File: src/rtl/stream_pkg.sv
// rtl/stream_pkg.sv - shared types, constants and round-robin pick for stream_arbiter
package stream_pkg;

   localparam int MODE_RR    = 0;
   localparam int MODE_BURST = 1;
   localparam int MAX_CH     = 8;

   typedef enum logic {ST_IDLE, ST_HOLD} state_t;

   typedef struct packed {
      logic       found;
      logic [2:0] idx;
   } rr_pick_t;

   // First ready channel searching upward from last+1, wrapping at n.
   function automatic rr_pick_t rr_pick(input logic [MAX_CH-1:0] ready,
                                        input logic [2:0]        last,
                                        input int                n);
      rr_pick_t   res;
      logic [2:0] c;
      res = '0;
      for (int i = 1; i <= MAX_CH; i++) begin
         c = 3'((int'(last) + i) % n);
         if (i <= n && !res.found && ready[c]) begin
            res.found = 1'b1;
            res.idx   = c;
         end
      end
      return res;
   endfunction

endpackage

File: src/rtl/stream_buf2.sv
// rtl/stream_buf2.sv - 2-entry fall-through {ch, data} output buffer
// Ports: i_push/i_wdata write side, i_pop read strobe, o_valid/o_rdata head word,
//        o_occ stored entry count (0..2).
module stream_buf2 #(
   parameter int W = 8
) (
   input  logic         i_clk,
   input  logic         i_rst_n,
   input  logic         i_push,
   input  logic [W-1:0] i_wdata,
   input  logic         i_pop,
   output logic         o_valid,
   output logic [W-1:0] o_rdata,
   output logic [1:0]   o_occ
);

   logic [W-1:0] mem_q [2];
   logic         rd_ptr_q;
   logic         wr_ptr_q;
   logic [1:0]   cnt_q;
   logic         empty;
   logic         wr_en;
   logic         rd_en;

   // A word arriving into an empty buffer is presented in the same cycle;
   // it is only stored if the sink does not take it right away.
   assign empty   = (cnt_q == 2'd0);
   assign o_valid = !empty || i_push;
   assign o_rdata = (empty && i_push) ? i_wdata : mem_q[rd_ptr_q];
   assign o_occ   = cnt_q;
   assign wr_en   = i_push && !(empty && i_pop);
   assign rd_en   = i_pop && !empty;

   always_ff @(posedge i_clk or negedge i_rst_n) begin
      if (!i_rst_n) begin
         mem_q[0] <= '0;
         mem_q[1] <= '0;
         rd_ptr_q <= 1'b0;
         wr_ptr_q <= 1'b0;
         cnt_q    <= 2'd0;
      end else begin
         if (wr_en) begin
            mem_q[wr_ptr_q] <= i_wdata;
            wr_ptr_q        <= ~wr_ptr_q;
         end
         if (rd_en) begin
            rd_ptr_q <= ~rd_ptr_q;
         end
         cnt_q <= cnt_q + {1'b0, wr_en} - {1'b0, rd_en};
      end
   end

endmodule

File: src/rtl/stream_arbiter.sv
// rtl/stream_arbiter.sv - N-to-1 byte-stream arbiter, round-robin or burst-hold
// Ports: i_src_data/i_src_ready/o_src_req per-channel FIFO read side,
//        o_snk_data/o_snk_ch/o_snk_valid/i_snk_ready sink side, o_busy activity flag.
module stream_arbiter
   import stream_pkg::*;
#(
   parameter  int NUM_CH      = 2,
   parameter  int DATA_W      = 8,
   parameter  int MODE        = 0,
   parameter  int MAX_BURST   = 64,
   parameter  int IDLE_CYCLES = 4,
   localparam int CH_W        = $clog2(NUM_CH)
) (
   input  logic                     i_clk,
   input  logic                     i_rst_n,
   input  logic [NUM_CH*DATA_W-1:0] i_src_data,
   input  logic [NUM_CH-1:0]        i_src_ready,
   output logic [NUM_CH-1:0]        o_src_req,
   output logic [DATA_W-1:0]        o_snk_data,
   output logic [CH_W-1:0]          o_snk_ch,
   output logic                     o_snk_valid,
   input  logic                     i_snk_ready,
   output logic                     o_busy
);

   localparam int BW = $clog2(MAX_BURST + 1);
   localparam int IW = $clog2(IDLE_CYCLES + 1);

   state_t          state_q, state_d;
   logic [CH_W-1:0] last_q, last_d;
   logic [CH_W-1:0] lat_q, lat_d;
   logic [BW-1:0]   burst_q, burst_d;
   logic [IW-1:0]   idle_q, idle_d;
   logic            inflight_q;
   logic [CH_W-1:0] inflight_ch_q;
   logic            en_q;

   logic            issue;
   logic [CH_W-1:0] pop_ch;
   rr_pick_t        pick;
   logic            drain;
   logic            eligible;
   logic [1:0]      occ;
   logic [2:0]      demand;

   stream_buf2 #(.W(CH_W + DATA_W)) u_buf (
      .i_clk   (i_clk),
      .i_rst_n (i_rst_n),
      .i_push  (inflight_q),
      .i_wdata ({inflight_ch_q, i_src_data[inflight_ch_q*DATA_W +: DATA_W]}),
      .i_pop   (drain),
      .o_valid (o_snk_valid),
      .o_rdata ({o_snk_ch, o_snk_data}),
      .o_occ   (occ)
   );

   assign drain  = o_snk_valid && i_snk_ready;
   // Stored words plus the word still on its way, less what leaves now,
   // must leave room for one more pop.
   assign demand   = {1'b0, occ} + {2'b0, inflight_q} - {2'b0, drain};
   // en_q keeps o_src_req low while reset is asserted.
   assign eligible = en_q && (demand < 3'd2);
   assign o_busy   = (state_q == ST_HOLD) || inflight_q || (occ != 2'd0);

   always_comb begin
      state_d = state_q;
      last_d  = last_q;
      lat_d   = lat_q;
      burst_d = burst_q;
      idle_d  = idle_q;
      issue   = 1'b0;
      pop_ch  = lat_q;
      pick    = rr_pick(MAX_CH'(i_src_ready), 3'(last_q), NUM_CH);
      if (MODE == MODE_RR || state_q == ST_IDLE) begin
         if (eligible && pick.found && ({1'b0, pick.idx} < 4'(NUM_CH))) begin
            issue  = 1'b1;
            pop_ch = CH_W'(pick.idx);
            last_d = CH_W'(pick.idx);
            // A one-word burst is complete on its first pop, so stay idle.
            if (MODE == MODE_BURST && MAX_BURST > 1) begin
               state_d = ST_HOLD;
               lat_d   = CH_W'(pick.idx);
               burst_d = BW'(1);
               idle_d  = '0;
            end
         end
      end else begin
         last_d = lat_q;
         if (i_src_ready[lat_q]) begin
            idle_d = '0;
            if (eligible) begin
               issue   = 1'b1;
               burst_d = burst_q + BW'(1);
               if (burst_d == BW'(MAX_BURST)) begin
                  state_d = ST_IDLE;
                  burst_d = '0;
               end
            end
         end else begin
            idle_d = idle_q + IW'(1);
            if (idle_d == IW'(IDLE_CYCLES)) begin
               state_d = ST_IDLE;
               idle_d  = '0;
            end
         end
      end
   end

   always_comb begin
      o_src_req = '0;
      if (issue) begin
         o_src_req[pop_ch] = 1'b1;
      end
   end

   always_ff @(posedge i_clk or negedge i_rst_n) begin
      if (!i_rst_n) begin
         state_q       <= ST_IDLE;
         last_q        <= CH_W'(NUM_CH - 1);
         lat_q         <= '0;
         burst_q       <= '0;
         idle_q        <= '0;
         inflight_q    <= 1'b0;
         inflight_ch_q <= '0;
         en_q          <= 1'b0;
      end else begin
         state_q       <= state_d;
         last_q        <= last_d;
         lat_q         <= lat_d;
         burst_q       <= burst_d;
         idle_q        <= idle_d;
         inflight_q    <= issue;
         inflight_ch_q <= pop_ch;
         en_q          <= 1'b1;
      end
   end

endmodule

File: config.mk
export PLATFORM = sky130hd
export DESIGN_NAME = stream_arbiter
export DESIGN_NICKNAME = d
export VERILOG_FILES = /design/src/rtl/stream_pkg.sv /design/src/rtl/stream_buf2.sv /design/src/rtl/stream_arbiter.sv
export SDC_FILE = /design/constraint.sdc
export NUM_CORES = 1
export LEC_CHECK = 0
export BUFFER_PORTS_ARGS = -buffer_cell sky130_fd_sc_hd__buf_2
export CORE_MARGIN = 4
export CORE_UTILIZATION = 55
export CTS_BUF_LIST = sky130_fd_sc_hd__clkbuf_8
export CTS_CLUSTER_SIZE = 16
export DETAILED_ROUTE_END_ITERATION = 7
export PLACE_DENSITY_LB_ADDON = 0.12
export SYNTH_ARGS = -nofsm -noshare
export SYNTH_HDL_FRONTEND = slang
export SYNTH_SLANG_ARGS = --single-unit
File: constraint.sdc
create_clock -name i_clk -period 3.9 [get_ports i_clk]
set_input_delay 0.39 -clock i_clk [delete_from_list [all_inputs] [get_ports i_clk]]
set_output_delay 0.39 -clock i_clk [all_outputs]
set_load 0.02 [all_outputs]
== Yosys cells after proc, flatten, opt, wreduce, memory -nomap -nowiden ==
Index checks and enable logic that the tools add are counted.
Storage, ports and cells
  bits in registers: 26
  logic and storage cells: 67
Operators by class
  order comparisons: 9
  bitwise operators: 6
  reductions and logical operators: 18
  multiplexer cells: 18
  $add $sub $neg: 6
  shifts and indexed selects: 1
Operators by type and width (count)
  $mux W9: 5
  $bwmux W18: 1
  $shiftx A16 B5 Y8: 1
  $logic_and A1 B1 Y1: 11
  $demux W9 S1: 1
  $lt A3 B4 Y1 const B: 2
  $mux W4: 2
  $lt A3 B2 Y1 const B: 2
  $mux W1: 5
  $bmux W1 S2: 2
  $ge A2 B2 Y1 const B: 2
  $not A1 Y2: 2
  $add A2 B1 Y3: 1
  $logic_not A1 Y1: 3
  $sub A3 B1 Y3: 1
  $add A1 B1 Y1 const B: 2
  $add A2 B1 Y2: 1
  $and A1 B1 Y1 const A: 2
  $logic_not A2 Y1: 1
  $logic_or A1 B1 Y1: 2
  $lt A1 B2 Y1 const B: 1
  $lt A2 B1 Y1 const B: 1
  $mux W2: 1
  $not A1 Y1: 2
  other kinds (4): 4

== Longest topological paths before layout ==
Gate-level depths: netlist of the first run.
  depth in word-level cells: 16
  depth in mapped cells: 10
  depth with buffers taken out: 8

== Hierarchy ==
A second synthesis of the first run with hierarchy kept.
Second synthesis, totals
  cell total of the unflattened synthesis: 116
  area, all modules: 1402.6 µm²
By module, submodules not included
  stream_buf2: instances 1, area each 1076.0 µm², sequential area each 550.5 µm², cells an instance 88
  stream_arbiter: instances 1, area each 326.6 µm², sequential area each 101.3 µm², cells an instance 28

== Worst setup path after synthesis of the first run ==
OpenSTA, ideal clock, no wires.
  path type: register to output
  start point: reg u_buf.cnt_q[1] (netlist: u_buf.o_occ[1])
  end point: out o_src_req[1]
  data required time: 3510 ps
  slack: 845 ps
  cell stages (with the launch flop): 11
  arrival time: 2665 ps
  path through: dfrtp_1 > buf_6 > or3_2 > and2_1 > ha_1 > nand2b_1 > fa_1 > xnor2_1 > and3_1 > and3_1 > buf_4
Between the ends
  word-level cells in the longest chain between the ends: 15
  elaborated cells on any way between the ends: 18
  classes of those cells: add/sub (2); order compare (3); mux (5); reduce/logical (8)
Ends and longest elaborated chain
  start: declaration: line stream_buf2.sv:20  | logic [1:0] cnt_q;
  start signal: assignment: line stream_buf2.sv:49  | cnt_q <= cnt_q + {1'b0, wr_en} - {1'b0, rd_en};
  $logic_not A2 Y1: line stream_buf2.sv:27  | assign empty = (cnt_q == 2'd0);
  $logic_not A1 Y1: line stream_buf2.sv:28  | assign o_valid = !empty || i_push;
  $logic_or A1 B1 Y1: line stream_buf2.sv:28
  $logic_and A1 B1 Y1: line stream_arbiter.sv:57  | assign drain = o_snk_valid && i_snk_ready;
  $sub A3 B1 Y3 *: line stream_arbiter.sv:60  | assign demand = {1'b0, occ} + {2'b0, inflight_q} - {2'b0, drain};
  $lt A3 B2 Y1 *: line stream_arbiter.sv:62  | assign eligible = en_q && (demand < 3'd2);
  $logic_and A1 B1 Y1 *: line stream_arbiter.sv:62
  $logic_and A1 B1 Y1 * (2 in a row): line stream_arbiter.sv:75  | if (eligible && pick.found && ({1'b0, pick.idx} < 4'(NUM_CH))) begin
  $mux W1 *: line stream_arbiter.sv:75
  named net pop_ch: line stream_arbiter.sv:39  | logic [CH_W-1:0] pop_ch;
  $lt A1 B2 Y1 (implied by the code) / $ge A1 B1 Y1 (equally long branches): line stream_arbiter.sv:112  | o_src_req[pop_ch] = 1'b1;
  $logic_and A1 B1 Y1 (implied by the code): line stream_arbiter.sv:112
  $mux W1 (implied by the code): line stream_arbiter.sv:112
  $demux W1 S1 *: line stream_arbiter.sv:112
  $mux W2 *: line stream_arbiter.sv:111  | if (issue) begin
  end: declaration: line stream_arbiter.sv:18  | output logic [NUM_CH-1:0] o_src_req,
Mark *: on every way through the listed nets, which the timed path passes. The rest lies on a longest branch.

== Worst setup path after layout of the first run ==
  start point: reg u_buf.cnt_q[1] (netlist: u_buf.o_occ[1])
  end point: out o_src_req[1]
Between the ends
  word-level cells in the longest chain between the ends: 15
  elaborated cells on any way between the ends: 18
  classes of those cells: add/sub (2); order compare (3); mux (5); reduce/logical (8)
Ends and longest elaborated chain (line)
  $logic_not A2 Y1: stream_buf2.sv:27
  $logic_not A1 Y1: stream_buf2.sv:28
  $logic_or A1 B1 Y1: stream_buf2.sv:28
  $logic_and A1 B1 Y1: stream_arbiter.sv:57
  $sub A3 B1 Y3 *: stream_arbiter.sv:60
  $lt A3 B2 Y1 *: stream_arbiter.sv:62
  $logic_and A1 B1 Y1 *: stream_arbiter.sv:62
  $logic_and A1 B1 Y1 * (2 in a row): stream_arbiter.sv:75
  $mux W1: stream_arbiter.sv:75
  $lt A1 B2 Y1 (implied by the code) / $ge A1 B1 Y1 (equally long branches): stream_arbiter.sv:112
  $logic_and A1 B1 Y1 (implied by the code): stream_arbiter.sv:112
  $mux W1 (implied by the code): stream_arbiter.sv:112
  $demux W1 S1: stream_arbiter.sv:112
  $mux W2 *: stream_arbiter.sv:111
Every way passes the cells marked *; elsewhere a longest branch is shown, timed or not.

==> results by group, run 1 <==
Setup path
  – CP max FO: 7
  – Crit start category: flop
  – WS Path Type: reg -> out
  – WP data required: 3.51 ns
  – CP endpoint kind: output port
  – FF-to-FF path depth: 8
  – CP arrival: 3.02 ns

Hold path
  – Hold Path Class: in -> async

Logic synthesis
  – Synth area leaders: dfrtp_1 42%, mux2_4 18%, mux2i_1 6.1%, mux2_2 6.1%, o21ai_0 3.0%
  – Count leader, synth: dfrtp_1
  – Post-synthesis instance total: 116
  – Asr flop ratio synth: 100%
  – Synth Cell Area: 0.00148 sq mm
  – Most used DFF post-synth: dfrtp_1
  – Most instantiated cells after synthesis: 25 x dfrtp_1, 18 x mux2_4, 10 x nand2_1, 9 x mux2i_1, 9 x o21ai_0
  – Ys Warns: 0
  – Number of synthesized flops with an enable pin: 0
  – Register bit total from synthesis: 26
  – Post-synth cell types: 28
  – Area share of the largest cell type after synthesis: 42.3%
  – Synth area leader: dfrtp_1
  – Syn nets: 141
  – Synthesized area per cell: 12.7 sq um
  – Seq/Total Area, Yosys: 44.1%

Die
  – Die X: 59.8 um
  – Die Height: 59.8 um
  – Num rows: 18
  – Core area: 0.00252 sq mm
  – Starting Density: 58.6%
  – I/O pin count: 34
  – Die area: 0.00358 sq mm

Timing
  – Final critical-path share of the clock period: 87.3%
  – Slew margin rel.: 33.9%
  – Unrepaired setup endpoints after global routing: no
  – Achievable Freq: 0.294 GHz
  – Max-slew violations: 0
  – Sum Neg Setup Slack: 0 ns
  – Setup violations, final: 0
  – Final hold vios: 0
  – Minimum clock period: 3.41 ns
  – Setup ws final: 0.493 ns
  – Worst clock skew: 0.00509 ns
  – Least-Margin Pin Slew: 0.987 ns

Status
  – Status: finished, final reports clean

Final layout
  – Area occupied by multi-input gates: 757 sq um
  – P&R area growth vs syn: 14.4%
  – Sequential cell area: 652 sq um
  – Filler cells: 199
  – Final Core Density: 67.0%
  – Nets: 171
  – Design Area, Final: 0.00169 sq mm
  – Layout cells sized above 1: 46.2%
  – Antenna diodes: 0

Job
  – Max-cap violations: 0

Clocking
  – CTS Buf Count: 3
  – Worst-path clk slew: 0.09 ns
  – CTS sink count: 26
  – CTS tree: done
  – H-tree Lvls: 1
  – Insertion delay to the later sink of the worst-skew pair: 0.27 ns
  – Root Buffer: clkbuf_8
  – Resized Gates After CTS: 0
  – Hold buffers post-CTS: 0
  – Setup Fix Bufs, Post-CTS: 0
  – Clock Path Buffers: 2

Power
  – Tot Pwr: 1.48 mW
  – Max IR drop VDD: 0.550 mV
  – PwrDens: 873 mW/mm^2
  – LEAKAGE: 0.829 nW

Drt
  – Routed wire per std cell: 16.2 um
  – Drt drc: 0
  – DR pass1 iterations: 4
  – Routed WL: 2840 um
  – Vias per cell: 5.43
  – Starting DRT DRC Count: 23
  – Antenna Nets Post-Route: 0
  – Via count: 950

Global routing
  – Largest net degree at the start of global routing: 27
  – Vias in the first global route: 984
  – First-pass GRT wire length: 4580 um
  – Total track usage: 17.2%
  – Initial antenna violation count: 0
  – GRT Residual Overflow: 0

Placement
  – Worst slack, placed: 0.796 ns
  – Area after DPL: 0.00162 sq mm
  – DP Wirelength: 1990 um
  – Placer congestion estimate: 0.780
  – IO Port Bufs: 33
final timing paths:
check / from / to / slack (ns)
max: u_buf.o_occ[1] / o_src_req[1] / 0.49
min: i_rst_n / u_buf.mem_q[11] / 0.11
max reg2reg: u_buf.o_occ[1] / inflight_ch_q / 1.26
min reg2reg: u_buf.wr_ptr_q / u_buf.wr_ptr_q / 0.50
max in group asynchronous: i_rst_n / u_buf.o_occ[0] / 3.41
min in group i_clk: i_src_ready[0] / last_q / 0.30
state kept, by name, summed over array words and instances (netlist names):
| register | count |
|---|---|
| u_buf.rd_ptr_q | 1 |
| u_buf.mem_q | 18 |
| u_buf.wr_ptr_q | 1 |
| en_q | 1 |
| u_buf.o_occ | 2 |
| inflight_ch_q | 1 |
| inflight_q | 1 |
| last_q | 1 |
per-layer routing:
| layer | up-vias | track usage (%) | wire length, um |
|---|---|---|---|
| met5 | - | 0 | 0 |
| met4 | 0 | 4.75 | 12 |
| met3 | 2 | 2.59 | 119 |
| met2 | 24 | 30.1 | 1480 |
| met1 | 466 | 22.0 | 1230 |
| li1 | 458 | - | - |
where the power goes:
group	switching (mW)	total [mW]	internal, mW	leakage [nW]
clock	0.0867	0.224	0.137	0.0357
sequential	0.129	0.532	0.403	0.318
combinational	0.337	0.719	0.383	0.475
total	0.552	1.48	0.923	0.829
per-stage QoR:
stage                     hold WS (ns)  std cells
after CTS                        0.127        175
after detailed placement         0.422        171
final                            0.108        175
after global routing             0.137        175
after floorplan                 0.0944        116
after global placement           0.417        171
worst max-delay path, stage by stage (launching register included):
cell and delay [ns]:
dfrtp_1 0.48, or3_2 0.47, and2_1 0.19, ha_1 0.28
nand2b_1 0.15, fa_1 0.37, xnor2_1 0.19, and3_1 0.24
and3_1 0.19, buf_2 0.16
cells in the final DEF (no fill, tap or decap), drive strengths merged, types with 2 or more instances in the layout:
master and instances:
ha 3, and3 4, nand2 10, o21a 2, clkbuf 3, mux2 26
and2 2, o21ai 9, buf 33, nand2b 2, xor2 2, dfrtp 25
xnor2 3, mux2i 9, inv 2
logic make-up (layout without fill, tap and decap cells):
| family | Yosys count | after routing | synth area share, % |
|---|---|---|---|
| adder cells (fa/ha/maj) | 4 | 4 | 3.90 |
| other | 1 | 1 | 0.254 |
| AO/OA/AOI/OAI | 13 | 13 | 5.08 |
| AND/OR/NAND/NOR | 22 | 22 | 8.55 |
| XOR/XNOR | 5 | 5 | 2.96 |
| multiplexers | 35 | 35 | 30.5 |
| buffers and inverters | 10 | 39 | 4.66 |
| flip-flops | 26 | 26 | 44.1 |
final cells by class:
class	instances	area share, %
Sequential cell	26	38.6
Clock buffer	3	2.44
Tap cell	30	2.22
Clock inverter	1	1.78
Timing Repair Buffer	33	9.77
Inverter	2	0.444
Multi-Input combinational cell	80	44.8
Power figures use the tool's default switching activity.
==> run 2, diff against run 1 <==
Settings changed: PLACE_DENSITY_LB_ADDON 0.12 to 0.15, SYNTH_HIERARCHICAL set to 1.
==> run 2 against run 1 <==
  * Setup slack better by 0.14 ns
  * Synthesized cell count unchanged
  * Global-route usage down 0.20 points
  * Count of clock-buffer cells in the layout up 1
  * Register-to-register slack better by 0.03 ns
  * Fmax up 4.1%
  * Total power down 5.3%
  * Via count up 0.84%
  * Sequential power down 0.8%
  * Clock skew down 0.0026 ns
  * Final area down 3.1%
  * Sequential cell count unchanged
  * Critical path type unchanged
  * Critical endpoint unchanged
==> results by group, run 2 <==
Clocking
  – Resized Gates After CTS: 0 (unchanged)
  – Insertion delay to the later sink of the worst-skew pair: 0.26 ns (about the same)
  – CTS tree: done
  – H-tree Lvls: 1 (unchanged)
  – Worst-path clk slew: 0.09 ns (about the same)
  – Setup Fix Bufs, Post-CTS: 0 (unchanged)
  – CTS Buf Count: 3 (unchanged)
  – CTS sink count: 26 (unchanged)
  – Hold buffers post-CTS: 0 (unchanged)
  – Root Buffer: clkbuf_8
  – Clock Path Buffers: 2 (unchanged)

Logic synthesis
  – Seq/Total Area, Yosys: 46.5% (+2.4 points)
  – Ys Warns: 6 (+6)
  – Area share of the largest cell type after synthesis: 44.6% (+2.3 points)
  – Number of synthesized flops with an enable pin: 0 (unchanged)
  – Asr flop ratio synth: 100% (unchanged)
  – Register bit total from synthesis: 26 (unchanged)
  – Syn nets: 140 (-0.71%)
  – Synth Cell Area: 0.00140 sq mm (-5.1%)
  – Synth area leaders: dfrtp_1 45%, mux2_2 21%, mux2i_1 6.4%, o21ai_0 4.3%, nand2_1 2.9%
  – Post-synth cell types: 26 (-7.1%)
  – Synthesized area per cell: 12.1 sq um (-5.1%)
  – Synth area leader: dfrtp_1
  – Most used DFF post-synth: dfrtp_1
  – Count leader, synth: mux2_2
  – Most instantiated cells after synthesis: 26 x mux2_2, 25 x dfrtp_1, 12 x o21ai_0, 11 x nand2_1, 9 x mux2i_1
  – Post-synthesis instance total: 116 (unchanged)

Die
  – Die X: 58.5 um (-2.2%)
  – I/O pin count: 34 (unchanged)
  – Die area: 0.00342 sq mm (-4.4%)
  – Num rows: 18 (unchanged)
  – Core area: 0.00245 sq mm (-2.7%)
  – Die Height: 58.5 um (-2.2%)
  – Starting Density: 57.1% (-1.4 points)

Placement
  – Placer congestion estimate: 0.832 (+6.6%)
  – Worst slack, placed: 0.907 ns (+0.111 ns)
  – Area after DPL: 0.00158 sq mm (-2.2%)
  – IO Port Bufs: 33 (unchanged)
  – DP Wirelength: 1900 um (-4.5%)
  – Placed cells: 175 (+2.3%)

Setup path
  – CP endpoint kind: output port
  – CP arrival: 2.88 ns (-0.14 ns)
  – WS Path Type: reg -> out
  – Slowest stage delay, CP: 0.50 ns (+0.02 ns)
  – Slowest CP cell: dfrtp_1
  – WP data required: 3.51 ns (about the same)
  – Crit start category: flop
  – FF-to-FF path depth: 9 (+1)
  – CP max FO: 9 (+2)
  – Cell Chain, Critical Path: nor2_1 > nand2_1 > and2_1 > ha_1 > nand2b_1 > fa_1 > xnor2_1 > o2111ai_2 > and2b_2 > buf_2

Power
  – Switching power: 0.560 mW (+1.4%)
  – PwrDens: 853 mW/mm^2 (-2.3%)
  – Switching Share: 40.1% (+2.7 points)
  – Combinational fraction of design power: 50.0% (+1.2 points)
  – Internal: 0.837 mW (-9.3%)
  – Max IR drop VDD: 0.628 mV (+14%)
  – Clock power share: 12.3% (-2.9 points)
  – Reg power frac: 37.8% (+1.7 points)
  – LEAKAGE: 0.747 nW (-9.9%)

Drt
  – Antenna Nets Post-Route: 0 (unchanged)
  – Routed WL: 2570 um (-9.5%)
  – DR pass1 iterations: 4 (unchanged)
  – Drt drc: 0 (unchanged)
  – Routed wire per std cell: 14.4 um (-12%)
  – Vias per cell: 5.35 (-1.4%)
  – Via count: 958 (+0.84%)
  – Starting DRT DRC Count: 11 (-52%)

Global routing
  – Total track usage: 17.0% (-0.20 points)
  – Vias in the first global route: 1003 (+1.9%)
  – Largest net degree at the start of global routing: 27 (unchanged)
  – First-pass GRT wire length: 4480 um (-2.2%)
  – Initial antenna violation count: 0 (unchanged)
  – GRT Residual Overflow: 0 (unchanged)

Final layout
  – Layout cells sized above 1: 49.0% (+2.8 points)
  – Most common cell after layout, fill and taps aside: buf_2
  – Commonest non-fill, non-tap cells in the layout: 33 x buf_2, 26 x mux2_2, 25 x dfrtp_1, 12 x o21ai_0, 11 x nand2_1
  – Nets: 174 (+1.8%)
  – Non-filler instance count after layout: 179 (+2.3%)
  – Design Area, Final: 0.00164 sq mm (-3.1%)
  – Antenna diodes: 0 (unchanged)
  – P&R area growth vs syn: 16.8%
  – Max FFs per register: 18 (unchanged)
  – Top reg by flops: u_buf/mem_q

Hold path
  – Hold Path Class: in -> async

Timing
  – Max-slew violations: 0 (unchanged)
  – Setup violations, final: 0 (unchanged)
  – Setup ws final: 0.629 ns (+0.135 ns)
  – Final critical-path share of the clock period: 83.9% (-3.5 points)
  – Final hold vios: 0 (unchanged)
  – Slew margin rel.: 35.8% (+1.9 points)
  – Unrepaired setup endpoints after global routing: no
  – Worst clock skew: 0.00252 ns (-0.00258 ns)
  – Minimum clock period: 3.27 ns (-0.135 ns)
  – Achievable Freq: 0.306 GHz (+4.1%)
  – Least-Margin Pin Slew: 0.959 ns (-0.0282 ns)
  – Sum Neg Setup Slack: 0 ns (unchanged)

Status
  – Status: finished, final reports clean

Job
  – Max-cap violations: 0 (unchanged)
run 2: changes by cell type after synthesis, moves of 2 or more:
cell and change:
mux2_2 +18, mux2_4 -17, and3_1 -4, buf_6 -3, o21ai_0 +3, buf_2 +2
clkbuf_1 -2, nand2b_1 +2, nor2_1 +2, o21a_1 -2, xor2_1 -2
run 2: cells by family after synthesis:
| family | count (synthesis) | synth area share, % |
|---|---|---|
| multiplexers | 36 | 28.4 |
| flip-flops | 26 | 46.5 |
| AND/OR/NAND/NOR | 25 | 11.2 |
| AO/OA/AOI/OAI | 15 | 6.24 |
| buffers and inverters | 7 | 2.41 |
| adder cells (fa/ha/maj) | 3 | 3.21 |
| XOR/XNOR | 3 | 1.87 |
| other | 1 | 0.267 |
run 2: metrics by stage:
stage | util [%] | total power, mW | hold WS (ns)
3_3_place_gp | 64.5 | 1.21 | 0.413
4_1_cts | 66.7 | 1.42 | 0.127
6_report | 66.7 | 1.40 | 0.115
5_1_grt | 66.7 | 1.52 | 0.149
2_1_floorplan | - | 1.05 | 0.0944
3_5_place_dp | 64.5 | 1.25 | 0.421
run 2: area by class of cell:
type	instances	area [sq um]
clock buffer	4	55.1
fill	212	817
inverter	3	11.3
multi-input combinational	83	717
sequential	26	652
tap	30	37.5
timing repair buffer	33	165
run 2: layer usage:
layer	track usage [%]	part of all wire (%)
met2	30.0	50
met5	0	0
met1	21.7	44
met4	3.97	0.47
met3	3.07	5.6
run 2: critical path: cells and delay by family, from the launching register on:
kind | cells | cell delay, ns
buffers and inverters | 1 | 0.15
XOR/XNOR | 1 | 0.19
adder cells (fa/ha/maj) | 2 | 0.68
flip-flops | 1 | 0.50
AO/OA/AOI/OAI | 1 | 0.21
AND/OR/NAND/NOR | 5 | 0.88
run 2: power by group through the flow:
stage               Sequential (mW)  Clock (mW)  Combinational, mW
finish                        0.528       0.171              0.698
CTS                           0.531       0.179              0.710
detailed placement            0.537           0              0.708
global placement              0.525           0              0.690
floorplan                     0.477           0              0.576
global route                  0.550       0.192              0.780
run 2: path summary, 6_finish.rpt:
check                          startpoint               to  slack, ns
max                        u_buf/o_occ[1]     o_src_req[1]       0.63
min                               i_rst_n   u_buf/mem_q[7]       0.11
max reg2reg                u_buf/o_occ[1]           last_q       1.29
min reg2reg                u_buf/mem_q[8]   u_buf/mem_q[8]       0.51
max in group asynchronous         i_rst_n  u_buf/mem_q[10]       3.40
min in group i_clk         i_src_ready[0]       inflight_q       0.50
